==> src/rtl/xf100_ifu_fetch_if.sv <==
// Bundle of fetch-unit signals: ICB fetch command/response, decode handoff,
// redirect and halt handshake. "master" is the fetch unit, "slave" its environment.
`ifndef XF100_XLEN
`define XF100_XLEN 32
`endif
`ifndef XF100_INSTR_SIZE
`define XF100_INSTR_SIZE 32
`endif

interface xf100_ifu_fetch_if;
    logic                          ifu_o_icb_cmd_valid;
    logic                          ifu_i_icb_cmd_ready;
    logic [`XF100_XLEN-1:0]        ifu_o_icb_cmd_addr;
    logic                          ifu_i_icb_rsp_valid;
    logic                          ifu_o_icb_rsp_ready;
    logic [`XF100_INSTR_SIZE-1:0]  ifu_i_icb_rsp_rdata;
    logic                          ifu_i_icb_rsp_err;
    logic                          ifu_o_instr_valid;
    logic                          ifu_i_instr_ready;
    logic [`XF100_INSTR_SIZE-1:0]  ifu_o_instr;
    logic [`XF100_XLEN-1:0]        ifu_o_pc;
    logic                          ifu_o_instr_err;
    logic                          ifu_i_redirect;
    logic [`XF100_XLEN-1:0]        ifu_i_redirect_pc;
    logic                          ifu_i_halt_req;
    logic                          ifu_o_halt_ack;

    modport master (
        output ifu_o_icb_cmd_valid, ifu_o_icb_cmd_addr, ifu_o_icb_rsp_ready,
               ifu_o_instr_valid, ifu_o_instr, ifu_o_pc, ifu_o_instr_err, ifu_o_halt_ack,
        input  ifu_i_icb_cmd_ready, ifu_i_icb_rsp_valid, ifu_i_icb_rsp_rdata, ifu_i_icb_rsp_err,
               ifu_i_instr_ready, ifu_i_redirect, ifu_i_redirect_pc, ifu_i_halt_req
    );

    modport slave (
        input  ifu_o_icb_cmd_valid, ifu_o_icb_cmd_addr, ifu_o_icb_rsp_ready,
               ifu_o_instr_valid, ifu_o_instr, ifu_o_pc, ifu_o_instr_err, ifu_o_halt_ack,
        output ifu_i_icb_cmd_ready, ifu_i_icb_rsp_valid, ifu_i_icb_rsp_rdata, ifu_i_icb_rsp_err,
               ifu_i_instr_ready, ifu_i_redirect, ifu_i_redirect_pc, ifu_i_halt_req
    );
endinterface

==> src/rtl/xf100_ifu_fetch.sv <==
// Instruction fetch unit: credit-limited ICB fetch (2 in flight + buffered),
// 2-entry instruction FIFO to decode, redirect flush with stale-response drop, halt.
`ifndef XF100_XLEN
`define XF100_XLEN 32
`endif
`ifndef XF100_INSTR_SIZE
`define XF100_INSTR_SIZE 32
`endif

module xf100_ifu_fetch #(
    parameter logic [`XF100_XLEN-1:0] IFU_RESET_PC = 32'h0000_0000
) (
    input  logic                clk,
    input  logic                rst_n,
    xf100_ifu_fetch_if.master   ifu
);
    localparam int XLEN  = `XF100_XLEN;
    localparam int ILEN  = `XF100_INSTR_SIZE;
    localparam logic [XLEN-1:0] RESET_PC = {IFU_RESET_PC[XLEN-1:2], 2'b00};

    typedef enum logic [1:0] {ST_BOOT, ST_RUN, ST_HALT} state_t;

    state_t            state_reg, state_next;
    logic [XLEN-1:0]   fetch_pc_reg, fetch_pc_next;
    logic [XLEN-1:0]   rsp_pc_reg, rsp_pc_next;
    logic [1:0]        outst_reg, outst_next;
    logic [1:0]        drop_reg, drop_next;
    logic [1:0]        fifo_cnt_reg, fifo_cnt_next;
    logic              wr_ptr_reg, wr_ptr_next;
    logic              rd_ptr_reg, rd_ptr_next;
    logic [ILEN-1:0]   fifo_instr_reg [0:1];
    logic [XLEN-1:0]   fifo_pc_reg    [0:1];
    logic              fifo_err_reg   [0:1];

    logic credit_ok, cmd_valid, cmd_hs, rsp_hs, push, pop, fifo_nempty, instr_valid;
    logic [1:0] outst_after_rsp;
    logic [XLEN-1:0] redirect_base;
    logic [1:0] unused_redirect_lsb;

    assign unused_redirect_lsb = ifu.ifu_i_redirect_pc[1:0];
    assign redirect_base = {ifu.ifu_i_redirect_pc[XLEN-1:2], 2'b00};

    // Credit counts both in-flight requests and buffered instructions, so a
    // response can always be accepted without back-pressure.
    assign credit_ok   = ({1'b0, outst_reg} + {1'b0, fifo_cnt_reg}) < 3'd2;
    assign cmd_valid   = (state_reg == ST_RUN) & ~ifu.ifu_i_redirect & credit_ok;
    assign cmd_hs      = cmd_valid & ifu.ifu_i_icb_cmd_ready;
    assign rsp_hs      = ifu.ifu_i_icb_rsp_valid;
    assign push        = rsp_hs & (drop_reg == 2'd0) & ~ifu.ifu_i_redirect;
    assign fifo_nempty = (fifo_cnt_reg != 2'd0);
    assign instr_valid = fifo_nempty & ~ifu.ifu_i_redirect;
    assign pop         = instr_valid & ifu.ifu_i_instr_ready;
    assign outst_after_rsp = outst_reg - {1'b0, rsp_hs};

    always_comb begin
        state_next    = state_reg;
        fetch_pc_next = fetch_pc_reg;
        rsp_pc_next   = rsp_pc_reg;
        outst_next    = outst_reg;
        drop_next     = drop_reg;
        fifo_cnt_next = fifo_cnt_reg;
        wr_ptr_next   = wr_ptr_reg;
        rd_ptr_next   = rd_ptr_reg;
        if (ifu.ifu_i_redirect) begin
            // Everything still in flight belongs to the old stream and is discarded.
            if (state_reg == ST_BOOT) state_next = ST_RUN;
            fetch_pc_next = redirect_base;
            rsp_pc_next   = redirect_base;
            outst_next    = outst_after_rsp;
            drop_next     = outst_after_rsp;
            fifo_cnt_next = 2'd0;
            wr_ptr_next   = 1'b0;
            rd_ptr_next   = 1'b0;
        end else begin
            unique case (state_reg)
                ST_BOOT: state_next = ST_RUN;
                ST_RUN:  if (ifu.ifu_i_halt_req)  state_next = ST_HALT;
                ST_HALT: if (!ifu.ifu_i_halt_req) state_next = ST_RUN;
                default: state_next = ST_BOOT;
            endcase
            if (cmd_hs) fetch_pc_next = fetch_pc_reg + 32'd4;
            if (push)   rsp_pc_next   = rsp_pc_reg + 32'd4;
            outst_next = outst_after_rsp + {1'b0, cmd_hs};
            if (rsp_hs && (drop_reg != 2'd0)) drop_next = drop_reg - 2'd1;
            fifo_cnt_next = fifo_cnt_reg + {1'b0, push} - {1'b0, pop};
            wr_ptr_next   = wr_ptr_reg ^ push;
            rd_ptr_next   = rd_ptr_reg ^ pop;
        end
    end

    always_ff @(posedge clk or negedge rst_n) begin
        if (!rst_n) begin
            state_reg    <= ST_BOOT;
            fetch_pc_reg <= RESET_PC;
            rsp_pc_reg   <= RESET_PC;
            outst_reg    <= 2'd0;
            drop_reg     <= 2'd0;
            fifo_cnt_reg <= 2'd0;
            wr_ptr_reg   <= 1'b0;
            rd_ptr_reg   <= 1'b0;
        end else begin
            state_reg    <= state_next;
            fetch_pc_reg <= fetch_pc_next;
            rsp_pc_reg   <= rsp_pc_next;
            outst_reg    <= outst_next;
            drop_reg     <= drop_next;
            fifo_cnt_reg <= fifo_cnt_next;
            wr_ptr_reg   <= wr_ptr_next;
            rd_ptr_reg   <= rd_ptr_next;
        end
    end

    // Storage needs no reset: the count gates every read.
    always_ff @(posedge clk) begin
        if (push) begin
            fifo_instr_reg[wr_ptr_reg] <= ifu.ifu_i_icb_rsp_rdata;
            fifo_pc_reg[wr_ptr_reg]    <= rsp_pc_reg;
            fifo_err_reg[wr_ptr_reg]   <= ifu.ifu_i_icb_rsp_err;
        end
    end

    assign ifu.ifu_o_icb_cmd_valid = cmd_valid;
    assign ifu.ifu_o_icb_cmd_addr  = fetch_pc_reg;
    assign ifu.ifu_o_icb_rsp_ready = 1'b1;
    assign ifu.ifu_o_instr_valid   = instr_valid;
    assign ifu.ifu_o_instr         = fifo_nempty ? fifo_instr_reg[rd_ptr_reg] : '0;
    assign ifu.ifu_o_pc            = fifo_nempty ? fifo_pc_reg[rd_ptr_reg]    : '0;
    assign ifu.ifu_o_instr_err     = fifo_nempty ? fifo_err_reg[rd_ptr_reg]   : 1'b0;
    assign ifu.ifu_o_halt_ack      = (state_reg == ST_HALT) & (outst_reg == 2'd0);
endmodule

==> src/flat_wrapper.sv <==
// flat-port wrapper written by rule: the top's interface ports become plain ports
module xf100_ifu_fetch_flat 
#(
    parameter logic [`XF100_XLEN-1:0] IFU_RESET_PC = 32'h0000_0000
)
  (clk, rst_n, ifu_ifu_o_icb_cmd_valid, ifu_ifu_o_icb_cmd_addr, ifu_ifu_o_icb_rsp_ready, ifu_ifu_o_instr_valid, ifu_ifu_o_instr, ifu_ifu_o_pc, ifu_ifu_o_instr_err, ifu_ifu_o_halt_ack, ifu_ifu_i_icb_cmd_ready, ifu_ifu_i_icb_rsp_valid, ifu_ifu_i_icb_rsp_rdata, ifu_ifu_i_icb_rsp_err, ifu_ifu_i_instr_ready, ifu_ifu_i_redirect, ifu_ifu_i_redirect_pc, ifu_ifu_i_halt_req);
  xf100_ifu_fetch_if ifu_i ();
  input  logic clk;
  input  logic rst_n;
  output wire logic [$bits(ifu_i.ifu_o_icb_cmd_valid)-1:0] ifu_ifu_o_icb_cmd_valid;
  output wire logic [$bits(ifu_i.ifu_o_icb_cmd_addr)-1:0] ifu_ifu_o_icb_cmd_addr;
  output wire logic [$bits(ifu_i.ifu_o_icb_rsp_ready)-1:0] ifu_ifu_o_icb_rsp_ready;
  output wire logic [$bits(ifu_i.ifu_o_instr_valid)-1:0] ifu_ifu_o_instr_valid;
  output wire logic [$bits(ifu_i.ifu_o_instr)-1:0] ifu_ifu_o_instr;
  output wire logic [$bits(ifu_i.ifu_o_pc)-1:0] ifu_ifu_o_pc;
  output wire logic [$bits(ifu_i.ifu_o_instr_err)-1:0] ifu_ifu_o_instr_err;
  output wire logic [$bits(ifu_i.ifu_o_halt_ack)-1:0] ifu_ifu_o_halt_ack;
  input wire logic [$bits(ifu_i.ifu_i_icb_cmd_ready)-1:0] ifu_ifu_i_icb_cmd_ready;
  input wire logic [$bits(ifu_i.ifu_i_icb_rsp_valid)-1:0] ifu_ifu_i_icb_rsp_valid;
  input wire logic [$bits(ifu_i.ifu_i_icb_rsp_rdata)-1:0] ifu_ifu_i_icb_rsp_rdata;
  input wire logic [$bits(ifu_i.ifu_i_icb_rsp_err)-1:0] ifu_ifu_i_icb_rsp_err;
  input wire logic [$bits(ifu_i.ifu_i_instr_ready)-1:0] ifu_ifu_i_instr_ready;
  input wire logic [$bits(ifu_i.ifu_i_redirect)-1:0] ifu_ifu_i_redirect;
  input wire logic [$bits(ifu_i.ifu_i_redirect_pc)-1:0] ifu_ifu_i_redirect_pc;
  input wire logic [$bits(ifu_i.ifu_i_halt_req)-1:0] ifu_ifu_i_halt_req;
  assign ifu_ifu_o_icb_cmd_valid = ifu_i.ifu_o_icb_cmd_valid;
  assign ifu_ifu_o_icb_cmd_addr = ifu_i.ifu_o_icb_cmd_addr;
  assign ifu_ifu_o_icb_rsp_ready = ifu_i.ifu_o_icb_rsp_ready;
  assign ifu_ifu_o_instr_valid = ifu_i.ifu_o_instr_valid;
  assign ifu_ifu_o_instr = ifu_i.ifu_o_instr;
  assign ifu_ifu_o_pc = ifu_i.ifu_o_pc;
  assign ifu_ifu_o_instr_err = ifu_i.ifu_o_instr_err;
  assign ifu_ifu_o_halt_ack = ifu_i.ifu_o_halt_ack;
  assign ifu_i.ifu_i_icb_cmd_ready = ifu_ifu_i_icb_cmd_ready;
  assign ifu_i.ifu_i_icb_rsp_valid = ifu_ifu_i_icb_rsp_valid;
  assign ifu_i.ifu_i_icb_rsp_rdata = ifu_ifu_i_icb_rsp_rdata;
  assign ifu_i.ifu_i_icb_rsp_err = ifu_ifu_i_icb_rsp_err;
  assign ifu_i.ifu_i_instr_ready = ifu_ifu_i_instr_ready;
  assign ifu_i.ifu_i_redirect = ifu_ifu_i_redirect;
  assign ifu_i.ifu_i_redirect_pc = ifu_ifu_i_redirect_pc;
  assign ifu_i.ifu_i_halt_req = ifu_ifu_i_halt_req;
  xf100_ifu_fetch #(.IFU_RESET_PC(IFU_RESET_PC)) u_core (.clk(clk), .rst_n(rst_n), .ifu(ifu_i));
endmodule
==> config.mk <==
export PLATFORM = sky130hd
export DESIGN_NAME = xf100_ifu_fetch_flat
export DESIGN_NICKNAME = d
export VERILOG_FILES = /design/src/rtl/xf100_ifu_fetch_if.sv /design/src/rtl/xf100_ifu_fetch.sv /design/src/flat_wrapper.sv
export SDC_FILE = /design/constraint.sdc
export NUM_CORES = 1
export LEC_CHECK = 0
export ABC_AREA = 1
export CAP_MARGIN = 20
export CORE_ASPECT_RATIO = 1.25
export CORE_MARGIN = 8
export CORE_UTILIZATION = 40
export CTS_CLUSTER_DIAMETER = 60
export DETAILED_ROUTE_END_ITERATION = 10
export GPL_TIMING_DRIVEN = 1
export HOLD_SLACK_MARGIN = 0.1
export SLEW_MARGIN = 25
export SYNTH_ARGS = -nofsm -noshare
export SYNTH_HDL_FRONTEND = slang
export SYNTH_SLANG_ARGS = --single-unit
export TNS_END_PERCENT = 30
==> constraint.sdc <==
create_clock -name clk -period 4.3 [get_ports clk]
set_input_delay 0.645 -clock clk [delete_from_list [all_inputs] [get_ports clk]]
set_output_delay 0.645 -clock clk [all_outputs]
set_load 0.02 [all_outputs]
# Word level (Yosys, flattened, before mapping)
# Memories as Yosys holds them, arrays and structs flattened.
# Cells that the tools add are included.
[op_classes]
n_mul = 0
shift = 0
add_sub_neg = 8
n_eq_ne = 5
n_mux = 20
order_cmp = 1
n_bitwise = 11
reduce_logical = 10
div = 0
[op_table]
columns = ["op", "count"]
rows = [
  ["$mux W32", 6],
  ["$add A32 B3 Y32 const B", 2],
  ["$mux W2", 8],
  ["$reduce_bool A2 Y1", 5],
  ["$and A1 B1 Y1", 8],
  ["$logic_not A2 Y1", 3],
  ["$ne A3 B3 Y1 const B", 2],
  ["$pmux W2 S3", 1],
  ["$mux W1", 5],
  ["$add A2 B1 Y2", 2],
  ["$sub A2 B1 Y2", 2],
  ["$add A2 B2 Y3", 1],
  ["$lt A3 B2 Y1 const B", 1],
  ["$reduce_and A3 Y1", 1],
  ["$eq A2 B1 Y1 const B", 1],
  ["$eq A2 B2 Y1 const B", 1],
  ["$ne A2 B1 Y1 const B", 1],
  ["$sub A2 B1 Y2 const B", 1],
  ["$xor A1 B1 Y1", 2],
  ["$logic_and A1 B1 Y1", 1],
  ["$not A1 Y1", 1],
]
[totals]
wordCells = 66
romBits = 0
output_inout_bits = 101
latchBits = 0
ff_bits = 74
ram_bits = 130
mem_count = 3
in_bits = 72
[memory_table]
columns = ["name", "words", "word_bits", "read_ports", "rd_clocked_by_memory_dff", "write_ports", "line_no", "text"]
rows = [
  ["u_core.fifo_instr_reg", 2, 32, 1, 0, 1, "xf100_ifu_fetch.sv:31", "logic [ILEN-1:0] fifo_instr_reg [0:1];"],
  ["u_core.fifo_pc_reg", 2, 32, 1, 0, 1, "xf100_ifu_fetch.sv:32", "logic [XLEN-1:0] fifo_pc_reg [0:1];"],
  ["u_core.fifo_err_reg", 2, 1, 1, 0, 1, "xf100_ifu_fetch.sv:33", "logic fifo_err_reg [0:1];"],
]

# Logic depth before layout (Yosys ltp)
[depth]
word_depth = 6
mapped_depth = 11
depth_no_buf = 11

# Worst setup path after synthesis
# No wires, ideal clock.
[synth_timing]
path_kind = "input to register"
start = "input ifu_ifu_i_icb_rsp_valid"
end = "memory u_core.fifo_err_reg[1] (enable)"
path_stages = 4
slack_ns = 1.168
path_buffers = 1
arrival_ns = 2.704
required_time_ns = 3.872
setup_time_ns = 0.428
path_cell_list = "nand2_1 > nor2_1 > buf_2 > ha_1"
[synth_via]
elab_chain_len = 4
[synth_rtl]
columns = ["element", "line_no", "text"]
rows = [
  ["from (decl)", "flat_wrapper.sv:19", "input wire logic [$bits(ifu_i.ifu_i_icb_rsp_valid)-1:0] ifu_ifu_i_icb_rsp_valid;"],
  ["$and A1 B1 Y1 (2 in series)", "xf100_ifu_fetch.sv:49", "assign push = rsp_hs & (drop_reg == 2'd0) & ~ifu.ifu_i_redirect;"],
  ["$mux W1", "xf100_ifu_fetch.sv:115", "if (push) begin"],
  ["$mux W1 (not written as such)", "xf100_ifu_fetch.sv:118", "fifo_err_reg[wr_ptr_reg] <= ifu.ifu_i_icb_rsp_err;"],
  ["to (decl)", "xf100_ifu_fetch.sv:33", ""],
]
# Every way passes these cells.

# Worst setup path after layout
[layout_timing]
start = "register u_core.rd_ptr_reg"
end = "output ifu_ifu_o_instr[19]"
[layout_via]
elab_chain_len = 2
[layout_rtl]
columns = ["element", "line_no", "text"]
rows = [
  ["from (decl)", "xf100_ifu_fetch.sv:30", "logic rd_ptr_reg, rd_ptr_next;"],
  ["from (signal assigned)", "xf100_ifu_fetch.sv:109", "rd_ptr_reg <= rd_ptr_next;"],
  ["$mem_v2 Z2 W32", "--", ""],
  ["$mux W32", "xf100_ifu_fetch.sv:126", "assign ifu.ifu_o_instr = fifo_nempty ? fifo_instr_reg[rd_ptr_reg] : '0;"],
  ["to (decl)", "flat_wrapper.sv:14", "output wire logic [$bits(ifu_i.ifu_o_instr)-1:0] ifu_ifu_o_instr;"],
]
# Every way passes these cells.

==> summary.md <==
| Metric | Value |
|---|---|
| Status | complete, no violations |
| Origin of the worst setup path | u_core.rd_ptr_reg |
| Syn Std Cell Area | around 0.0095 mm2 |
| Nature of the critical path endpoint | primary output |
| Design area | 0.0120 mm2 |
| Count of final setup violators | 0 |
| Detailed Place HPWL | around 17,000 um |
| Placed instance count | 1,479 |
| Sink Count | ~200 |
| Max H-tree Level | 4 |
| Final period util | between 70 and 80% |
| Critical path's top delay family | buffers and inverters |
| Setup TNS Final | 0 ps |
| Max cap viols | 0 |
| Seq/Total Area, Yosys | just under 60% |
| CORE AREA | ~0.023 mm2 |
| Layout Skew | approximately 11 ps |
| WL/cell | 16.5 um |
| 1st-iter DRT viols | 473 |
| WP buf/inv | 3 |
| Crit path required time | 3650 ps |
| Min Tclk post-route | about 3400 ps |
| CP cell instances | inv_2 > buf_4 > nand2_1 > a21oi_1 > clkdlybuf4s50_1 |
| Seq cells post-synth | between 150 and 200 |
| Post-CTS Setup Inserts | 0 |
| F_max | roughly 0.30 GHz |
| Fin cells | between 1.5k and 2k |
| Gr ovfl total | 0 |
| Critical Path Fanout Max | between 40 and 50 |
| Cells after synthesis | roughly 1.0k |
| Max VDD drop | 0.294 mV |
| CTS Hold Bufs | 0 |
| Asr flop ratio synth | a little over a third |
| Slowest stage cell, crit path | clkdlybuf4s50_1 |
| RSZ-0062 raised after global routing | no |
| First-pass GRT wire length | 40,000 um |
| Area contributors post-synth | edfxtp_1, dfrtp_1, nand2_1 |
| EDFF count, synth | 126 |
| Critical Path Max Stage Delay | around 640 ps |
| CTS max path bufs | 2 |
| Total GRT Usage | 17.4% |
| Die H | roughly 190 um |
| Ant. Diodes | 0 |
| Crit path DAT | roughly 2700 ps |
| Worst skew pair latency | 430 ps |
| Pre-Repair DR Iteration Count | 5 |
| DR vias | 7,520 |
| Post-DRT Antenna Nets | 0 |
| Num ports | approximately 170 |
| Largest net degree at the start of global routing | 66 |
| Routed WL | 24,900 um |
| DRC viols | 0 |
| Top_reg_cell synth | edfxtp_1 |
| Full die area | 0.0289 mm2 |
| Synth-to-Final Area Change | 26.5% |
| Cts repair resizes | 0 |
| Layout cells sized above 1 | around 6.1% |
| RePlAce Congestion | a little over 0.9 |
| Number of cell rows | 63 |
| Clk pin slew, worst setup/hold paths | about 80 ps |
| Nets@finish | roughly 1.3k |
| Max-slew headroom | 40.9% |
| IO Port Bufs | between 150 and 200 |
| TritonCTS Buffers | 17 |
| Total power divided by cell area | 485 mW/mm2 |
| Synth unique cells | 39 |
| Top-area cell type share of the netlist area | ~40% |
| CTS tree | built |
| Worst Hold Class | in2async |
| Post-synth top area cell | edfxtp_1 |
| Initial Utilization | just over 40% |
| Syn_area_per_cell | 9.04 um2 |
| Initial antenna violation count | 0 |
| R2R Path Start | u_core.fifo_cnt_reg[0] |
| Via density | approximately 5.0 |
| DP Area | 0.0114 mm2 |
| Setup crit start kind | flip-flop |
| Max reg flops | 64 |
| Vias in the first global route | 7,666 |
| Final Hold Viols | 0 |
| Slew @ Worst Pin | between 800 and 900 ps |
| CTS root buf | clkbuf_16 |
| Final Slew Violations | 0 |
| Critical path type | reg2out |
| Warnings from Yosys | 0 |
| Leak Pwr | 4.76 nW |
| Die X-Extent | between 150 and 200 um |
## cells in the final DEF (no fill, tap or decap), types with 27 or more instances in the layout
master,netlist,routed
nor2_1,78,77
inv_1,95,95
dfrtp_1,70,69
a21oi_1,74,74
nand3_1,53,53
o21ai_0,29,29
nand2_1,367,367
edfxtp_1,126,126
clkdlybuf4s50_1,0,164
xor2_1,27,27
## cells in the mapped netlist (2+ instances only)
cell and instances:
o311ai_0 2, o21ai_0 29, a31oi_1 2, buf_2 8, conb_1 2, nand4_1 6
o21ai_1 5, nor3_1 9, dfrtp_1 70, xor2_1 27, nand3_1 53, nand2_1 367
ha_1 9, nor2_2 9, inv_2 6, o211ai_1 12, nor2_4 2, nor2_1 78
o221ai_1 2, nor3_2 3, edfxtp_1 126, xnor2_1 4, nand2_2 2, buf_6 3
o21bai_1 3, inv_1 95, buf_4 5, nand2_4 2, a21oi_1 74, and2_1 2
clkbuf_1 22
## per-stage QoR
step           util, %  hold WS [ps]  setup WS [ps]  total power [mW]
3_3_place_gp      48.5           497           1300              4.29
4_1_cts           51.0           234            823              5.88
5_1_grt           51.0           259            729              6.14
6_report          51.0           222            921              5.81
2_1_floorplan        -           349           1170              3.53
3_5_place_dp      48.5           528           1290              4.32
## where the power goes
part / switching, mW / internal (mW) / total, mW
Combinational: 1.06 / 0.683 / 1.74
Clock: 0.740 / 0.814 / 1.55
Sequential: 0.234 / 2.28 / 2.51
## layer usage
metal  routed length (um)  GRT usage [%]
met2                12400           30.3
met3                 1300           3.85
met5                    0              0
met4                  418           5.29
met1                10800           21.1
## worst paths after layout
| check | end | slack (ps) | cells after the start |
|---|---|---|---|
| setup / recovery | ifu_ifu_o_instr[19] | 920 | 5 |
| hold / removal | u_core.ifu.ifu_o_icb_cmd_addr[27] | 220 | 1 |
| setup reg to reg | u_core.outst_reg[1] | 2020 | 10 |
| hold reg to reg | u_core.fifo_pc_reg[1][2] | 540 | 0 |
| max in group asynchronous | u_core.rd_ptr_reg | 3000 | 2 |
| min in group clk | u_core.fifo_pc_reg[1][2] | 540 | 0 |
## cell families (layout without fill, tap and decap cells)
family | after synthesis | in the layout | share of synthesized area [%]
buffers and inverters | 140 | 309 | 6.12
adders and majority gates | 10 | 10 | 1.40
other | 2 | 5 | 0.0793
AOI/OAI and AO/OA | 131 | 131 | 7.56
and+or+nand+nor | 537 | 537 | 23.5
DFF | 196 | 196 | 58.5
xor gates and xnor gates | 31 | 31 | 2.87
## cell type report
cell class,count,area [um2]
clock buffer,17,425
fill,2205,11500
timing repair buffer,175,1730
clock inverter,15,150
multi-input combinational,714,3380
inverter,102,385
sequential,196,5540
tap,292,365
Power figures use the tool's default switching activity.
